File: src/rtl/lif_pkg.sv
`default_nettype none
// ============================================================================
//  Module      : lif_pkg
//  Description : Shared constants and helpers for the LIF neuron array.
//  Revision    : 1.0 - initial release
// ============================================================================
package lif_pkg;

   // Post-fire behaviour selectors for RESET_MODE
   localparam int RESET_ZERO = 0;
   localparam int RESET_SUB  = 1;

   // Channel-index width; never narrower than one bit
   function automatic int ch_idx_w(input int n);
      return (n > 1) ? $clog2(n) : 1;
   endfunction

endpackage
`default_nettype wire

File: src/rtl/lif_update_unit.sv
`default_nettype none
// ============================================================================
//  Module      : lif_update_unit
//  Description : Combinational leak / integrate / saturate / fire datapath
//                for a single neuron. A high 'block' forces a refractory
//                visit: state 0, no fire.
//  Revision    : 1.0 - initial release
// ============================================================================
module lif_update_unit
   import lif_pkg::*;
#(
   parameter int WIDTH      = 8,
   parameter int LEAK_SHIFT = 1,
   parameter int RESET_MODE = RESET_ZERO
) (
   input  logic [WIDTH-1:0] state,
   input  logic [WIDTH-1:0] current,
   input  logic [WIDTH-1:0] threshold,
   input  logic             block,
   output logic [WIDTH-1:0] new_state,
   output logic             fire
);

   logic [WIDTH-1:0] w_leak;
   logic [WIDTH:0]   w_sum;
   logic [WIDTH-1:0] w_sat;
   logic             w_hit;

   // Leak never underflows: subtracting a right-shifted copy of itself
   assign w_leak = state - (state >> LEAK_SHIFT);
   // One extra bit catches the carry so the sum can clamp to full scale
   assign w_sum  = {1'b0, w_leak} + {1'b0, current};
   assign w_sat  = w_sum[WIDTH] ? {WIDTH{1'b1}} : w_sum[WIDTH-1:0];
   // A zero threshold disables firing entirely
   assign w_hit  = (threshold != '0) && (w_sat >= threshold);
   assign fire   = w_hit && !block;

   // Select the post-update membrane state
   always_comb begin
      new_state = w_sat;
      if (block) begin
         new_state = '0;
      end else if (w_hit) begin
         if (RESET_MODE == RESET_SUB) begin
            new_state = w_sat - threshold;
         end else begin
            new_state = '0;
         end
      end
   end

endmodule
`default_nettype wire

File: src/rtl/lif_neuron_array.sv
`default_nettype none
// ============================================================================
//  Module      : lif_neuron_array
//  Description : NUM_CH leaky integrate-and-fire neurons sharing one update
//                datapath, visited round-robin one channel per enabled cycle.
//                Optional per-channel refractory counters are built when the
//                LIF_REFRAC_EN macro is defined.
//  Revision    : 1.0 - initial release
// ============================================================================
module lif_neuron_array
   import lif_pkg::*;
#(
   parameter int NUM_CH     = 8,
   parameter int WIDTH      = 8,
   parameter int LEAK_SHIFT = 1,
   parameter int RESET_MODE = RESET_ZERO,
   parameter int REFRAC_LEN = 2
) (
   input  logic                        clk,
   input  logic                        rst,
   input  logic                        en,
   input  logic [NUM_CH*WIDTH-1:0]     current,
   input  logic [WIDTH-1:0]            threshold,
   output logic [NUM_CH-1:0]           spike,
   output logic [WIDTH-1:0]            state_mon,
   output logic [ch_idx_w(NUM_CH)-1:0] mon_ch,
   output logic                        frame_done
);

   localparam int            PW     = ch_idx_w(NUM_CH);
   localparam logic [PW-1:0] c_last = PW'(NUM_CH - 1);

   logic [WIDTH-1:0] w_cur [NUM_CH];
   logic [WIDTH-1:0] r_state [NUM_CH];
   logic [PW-1:0]    r_ptr;
   logic [WIDTH-1:0] w_new_state;
   logic             w_fire;
   logic             w_block;

   for (genvar i = 0; i < NUM_CH; i++) begin : g_unpack
      assign w_cur[i] = current[i*WIDTH +: WIDTH];
   end

`ifdef LIF_REFRAC_EN
   localparam int RW = (REFRAC_LEN > 0) ? $clog2(REFRAC_LEN + 1) : 1;

   logic [RW-1:0] r_refrac [NUM_CH];

   assign w_block = (r_refrac[r_ptr] != '0);

   // Count down a blocked channel's refractory period, reload it on fire
   always_ff @(posedge clk or posedge rst) begin
      if (rst) begin
         for (int i = 0; i < NUM_CH; i++) r_refrac[i] <= '0;
      end else if (en) begin
         if (w_block) begin
            r_refrac[r_ptr] <= r_refrac[r_ptr] - 1'b1;
         end else if (w_fire) begin
            r_refrac[r_ptr] <= RW'(REFRAC_LEN);
         end
      end
   end
`else
   assign w_block = 1'b0;
`endif

   lif_update_unit #(
      .WIDTH      (WIDTH),
      .LEAK_SHIFT (LEAK_SHIFT),
      .RESET_MODE (RESET_MODE)
   ) u_update (
      .state      (r_state[r_ptr]),
      .current    (w_cur[r_ptr]),
      .threshold  (threshold),
      .block      (w_block),
      .new_state  (w_new_state),
      .fire       (w_fire)
   );

   // Write back the visited channel, register outputs and advance the pointer
   always_ff @(posedge clk or posedge rst) begin
      if (rst) begin
         for (int i = 0; i < NUM_CH; i++) r_state[i] <= '0;
         r_ptr      <= '0;
         spike      <= '0;
         state_mon  <= '0;
         mon_ch     <= '0;
         frame_done <= 1'b0;
      end else begin
         frame_done <= en && (r_ptr == c_last);
         if (en) begin
            r_state[r_ptr] <= w_new_state;
            spike[r_ptr]   <= w_fire;
            state_mon      <= w_new_state;
            mon_ch         <= r_ptr;
            r_ptr          <= (r_ptr == c_last) ? '0 : r_ptr + 1'b1;
         end
      end
   end

endmodule
`default_nettype wire

File: config.mk
export PLATFORM = sky130hd
export DESIGN_NAME = lif_neuron_array
export DESIGN_NICKNAME = d
export VERILOG_FILES = /design/src/rtl/lif_pkg.sv /design/src/rtl/lif_update_unit.sv /design/src/rtl/lif_neuron_array.sv
export SDC_FILE = /design/constraint.sdc
export NUM_CORES = 1
export LEC_CHECK = 0
export BUFFER_PORTS_ARGS = -buffer_cell sky130_fd_sc_hd__buf_2
export CAP_MARGIN = 20
export CORE_MARGIN = 2
export CORE_UTILIZATION = 50
export CTS_BUF_LIST = sky130_fd_sc_hd__clkbuf_2 sky130_fd_sc_hd__clkbuf_4 sky130_fd_sc_hd__clkbuf_8
export CTS_CLUSTER_SIZE = 12
export DETAILED_ROUTE_END_ITERATION = 6
export PLACE_DENSITY_LB_ADDON = 0.15
export SYNTH_ARGS = -nofsm -noshare
export SYNTH_HDL_FRONTEND = slang
export SYNTH_SLANG_ARGS = --single-unit
File: constraint.sdc
create_clock -name clk -period 5.95 [get_ports clk]
set_input_delay 0.2975 -clock clk [delete_from_list [all_inputs] [get_ports clk]]
set_output_delay 0.2975 -clock clk [all_outputs]
set_load 0.01 [all_outputs]
==> impl_results.md <==
- Initial DRT Pass Iterations: 5
- Maxcap violations: 0
- TritonCTS clock tree: done
- CP Cell Sequence: mux4_2, mux2i_1, ha_1, inv_1, fa_1, a21o_1, a21oi_1, o21bai_1, a21oi_1, xnor2_1, ha_1, o21ai_0, nor2_1, a2111o_1, o21ai_2, inv_1, ha_1, o211ai_1, nand3b_1, o211ai_1, a21oi_2, o31ai_1
- Status: complete, no violations
- Crit Reg-Reg Endpoint: r_state[19]$_DFFE_PP0P_
- Most common cell in the netlist: nand2_1
- Yosys top cell area share: 40.34%
- Initial antenna violation count: 0
- # IOs: 95
- Post-route setup TNS: 0 ns
- Number of global-route vias before repair: about 4,200
- Max-slew headroom: 35.66%
- Layout cells sized above 1: 34.92%
- Crit. End Element: flip-flop
- Post-Syn Instances: 489
- Gr usage total: 24.09%
- Syn_nets: 591
- Routing usage on met3: 3.571%
- WP data arrival: 5.74 ns
- Final Hold Fails: 0
- H-tree depth: 3
- Total CTS buffers: 9
- RSZ-0062 raised after global routing: false
- HPWL after DPL: 10,000 µm
- DR vias: between 4,000 and 5,000
- Sequential element share of the synthesized area: 40.34%
- Setup violators final: 0
- Overflow after GRT: 0
- Avg Cell Area, Syn: 11.04 µm²
- FFs w/ async S/R, synth: 100.0%
- Top cells by count, synth: nand2_1, dfrtp_1, o31ai_1
- Busiest grt layer: met2
- Synth area leaders: dfrtp_1, mux4_2, o31ai_1
- Final WS setup: 0.4207 ns
- Worst reg-to-reg setup slack: 0.42 ns
- Crit path launch type: flip-flop
- Area leader, netlist: dfrtp_1
- Seq cells post-synth: just under 90
- Initial core utilization: 51.81%
- Die H: 107.9 µm
- GRT met2 Usage: 39.26%
- Reg2Reg Launch Point: r_ptr[0]$_DFFE_PP0P_
- Mapped Area: 5396 µm²
- Main synth FF type: dfrtp_1
- Die X: 107.9 µm
- DIE AREA: ~12,000 µm²
- Clock Skew: 0.008107 ns
- Drt total wl: approximately 13,000 µm
- Area after DPL: 6042 µm²
- Final min period: 5.529 ns
- Later-pin clock latency in the skew report: 0.36 ns
- Hold endpoint: r_ptr[1]$_DFFE_PP0P_
- Dpl ws: 0.1827 ns
- Number of DRC markers in iteration 0: 296
- Tcrit/Tclk final: between 90 and 100%
- Post-synth EDFFs: 0
- Max-slew violations: 0
- Hold Path Class: in2reg
- Fillers: ~900
- Critical Path Fanout Max: 17
- Fin area: 6252 µm²
- Clk buf depth: 2
- Largest net degree at the start of global routing: 78
- Layout area overhead: 15.86%
- PortBufs: 94
- Fmax: 0.1809 GHz
- Final ANT Viol Nets: 0
- First-pass GRT wire length: 21,540 µm
- Max incr delay on CP: 0.69 ns
- Hold Startpoint: en
- CTS root buffer: clkbuf_8
- GPL Wtd Cong: 0.8013
- Row count: 37
- CP Data Required Time: 6.16 ns
- Slowest-stage cell, CP: a21oi_2
- Remaining DRCs: 0
- DR vias/cell: approximately 5.8
- Count of cell types in the netlist: 59
- Avg WL per Cell: between 15 and 20 µm
- Synthesis warning total: 0
- Cells on Worst Hold Path: 3
- Tightest Pin Transition: 0.9651 ns
- Worst-path clk slew: roughly 0.09 ns
- Final net count: about 690
- Diode count: 0
- Area of the core: 10,420 µm²
- GRT met1 Usage: 33.41%
- Cell mode on critical path: ha_1
- WHS: 0.3362 ns
- Critical path class: reg2reg
- Reg2Reg Depth: 22
- Clock tree sinks: 87
## worst max-delay path, delay by kind of cell (launching register included)
family / cells / cell delay, ns
AOI/OAI and AO/OA: 11 / 2.45
DFF: 1 / 0.58
muxes: 2 / 0.73
xor gates and xnor gates: 1 / 0.08
and+or+nand+nor: 2 / 0.19
adders and majority gates: 4 / 1.24
buffers and inverters: 2 / 0.13
## flip-flops by register name, summed over array words and instances (netlist names)
name,cells
frame_done,1
mon_ch,3
r_ptr,3
r_state,64
spike,8
state_mon,8
## layout by cell type (no fill, tap or decap), types with 2 or more instances in the layout
cell type	netlist	final
o21ai_1	2	2
o211ai_1	3	3
a21o_1	4	4
and2_1	6	6
a21oi_2	1	2
o22ai_1	2	2
mux4_2	30	30
a21oi_4	2	3
mux4_1	2	2
nor3_1	4	4
buf_4	5	20
nand2_1	95	95
nand3_1	3	3
nor4_1	2	2
dfrtp_1	87	86
mux2_2	20	20
clkinv_2	0	2
a21oi_1	6	5
fa_1	2	2
ha_1	25	25
buf_2	13	94
nand3_2	4	4
nor2_2	2	2
xnor2_1	7	7
nor2_1	11	11
nor3_2	3	3
nor3b_1	2	2
inv_1	29	28
nor2b_1	2	2
o31ai_1	72	72
clkbuf_8	0	9
o21ai_0	6	6
## kinds of logic (layout without fill, tap and decap cells)
group,Yosys count,count (layout),share of synthesized area (%)
compound gates,109,110,15.58
xor+xnor,8,8,1.298
fa+ha+maj,27,27,6.538
buf+inv,59,159,4.892
flops,87,87,40.34
mux,55,55,18.55
simple gates,144,144,12.80
## per-stage QoR
step | utilization, % | cells
CTS | 59.87 | 724
finish | 60.02 | 726
global placement | 58.01 | 709
detailed placement | 58.01 | 709
global route | 60.02 | 726
floorplan | - | 489
## what timing repair did
item,4_1_cts,5_1_grt
endpoints found under the hold margin,10,0
hold buffers,1,0
resized for setup,0,0
setup buffers,0,1
setup endpoints to repair,0,48
## how the worst max path moves through the flow
| stage | slack, ns | cells past startpoint | to | startpoint |
|---|---|---|---|---|
| 4_1_cts | 0.18 | 21 | r_state[61]$_DFFE_PP0P_ | r_ptr[2]$_DFFE_PP0P_ |
| 5_1_grt | 0.02 | 21 | spike[1]$_DFFE_PP0P_ | r_ptr[2]$_DFFE_PP0P_ |
| 6_report | 0.42 | 22 | r_state[19]$_DFFE_PP0P_ | r_ptr[0]$_DFFE_PP0P_ |
| 3_5_place_dp | 0.18 | 23 | r_state[60]$_DFFE_PP0P_ | r_ptr[0]$_DFFE_PP0P_ |
| 2_1_floorplan | 0.85 | 26 | r_state[45]$_DFFE_PP0P_ | r_ptr[2]$_DFFE_PP0P_ |
| 3_3_place_gp | 0.33 | 23 | r_state[63]$_DFFE_PP0P_ | r_ptr[0]$_DFFE_PP0P_ |
## layer usage
| metal | vias to the layer above | part of all wire [%] |
|---|---|---|
| met3 | 16 | 6.4 |
| met1 | 2054 | 45 |
| met5 | - | 0 |
| met2 | 155 | 47 |
| li1 | 2003 | - |
| met4 | 0 | 1.4 |
## cell type report
type / count / area (µm²) / share of cell area (%)
timing repair buffer: 115 / 630.6 / 10.09
inverter: 30 / 113.9 / 1.821
clock buffer: 9 / 123.9 / 1.981
sequential: 87 / 2178 / 34.84
multi-input combinational: 344 / 2975 / 47.59
tap: 136 / 170.2 / 2.722
clock inverter: 5 / 60.06 / 0.9606
Power is not shown: default switching activity piles up to over one toggle a cycle in this logic, so the estimate is an artifact.
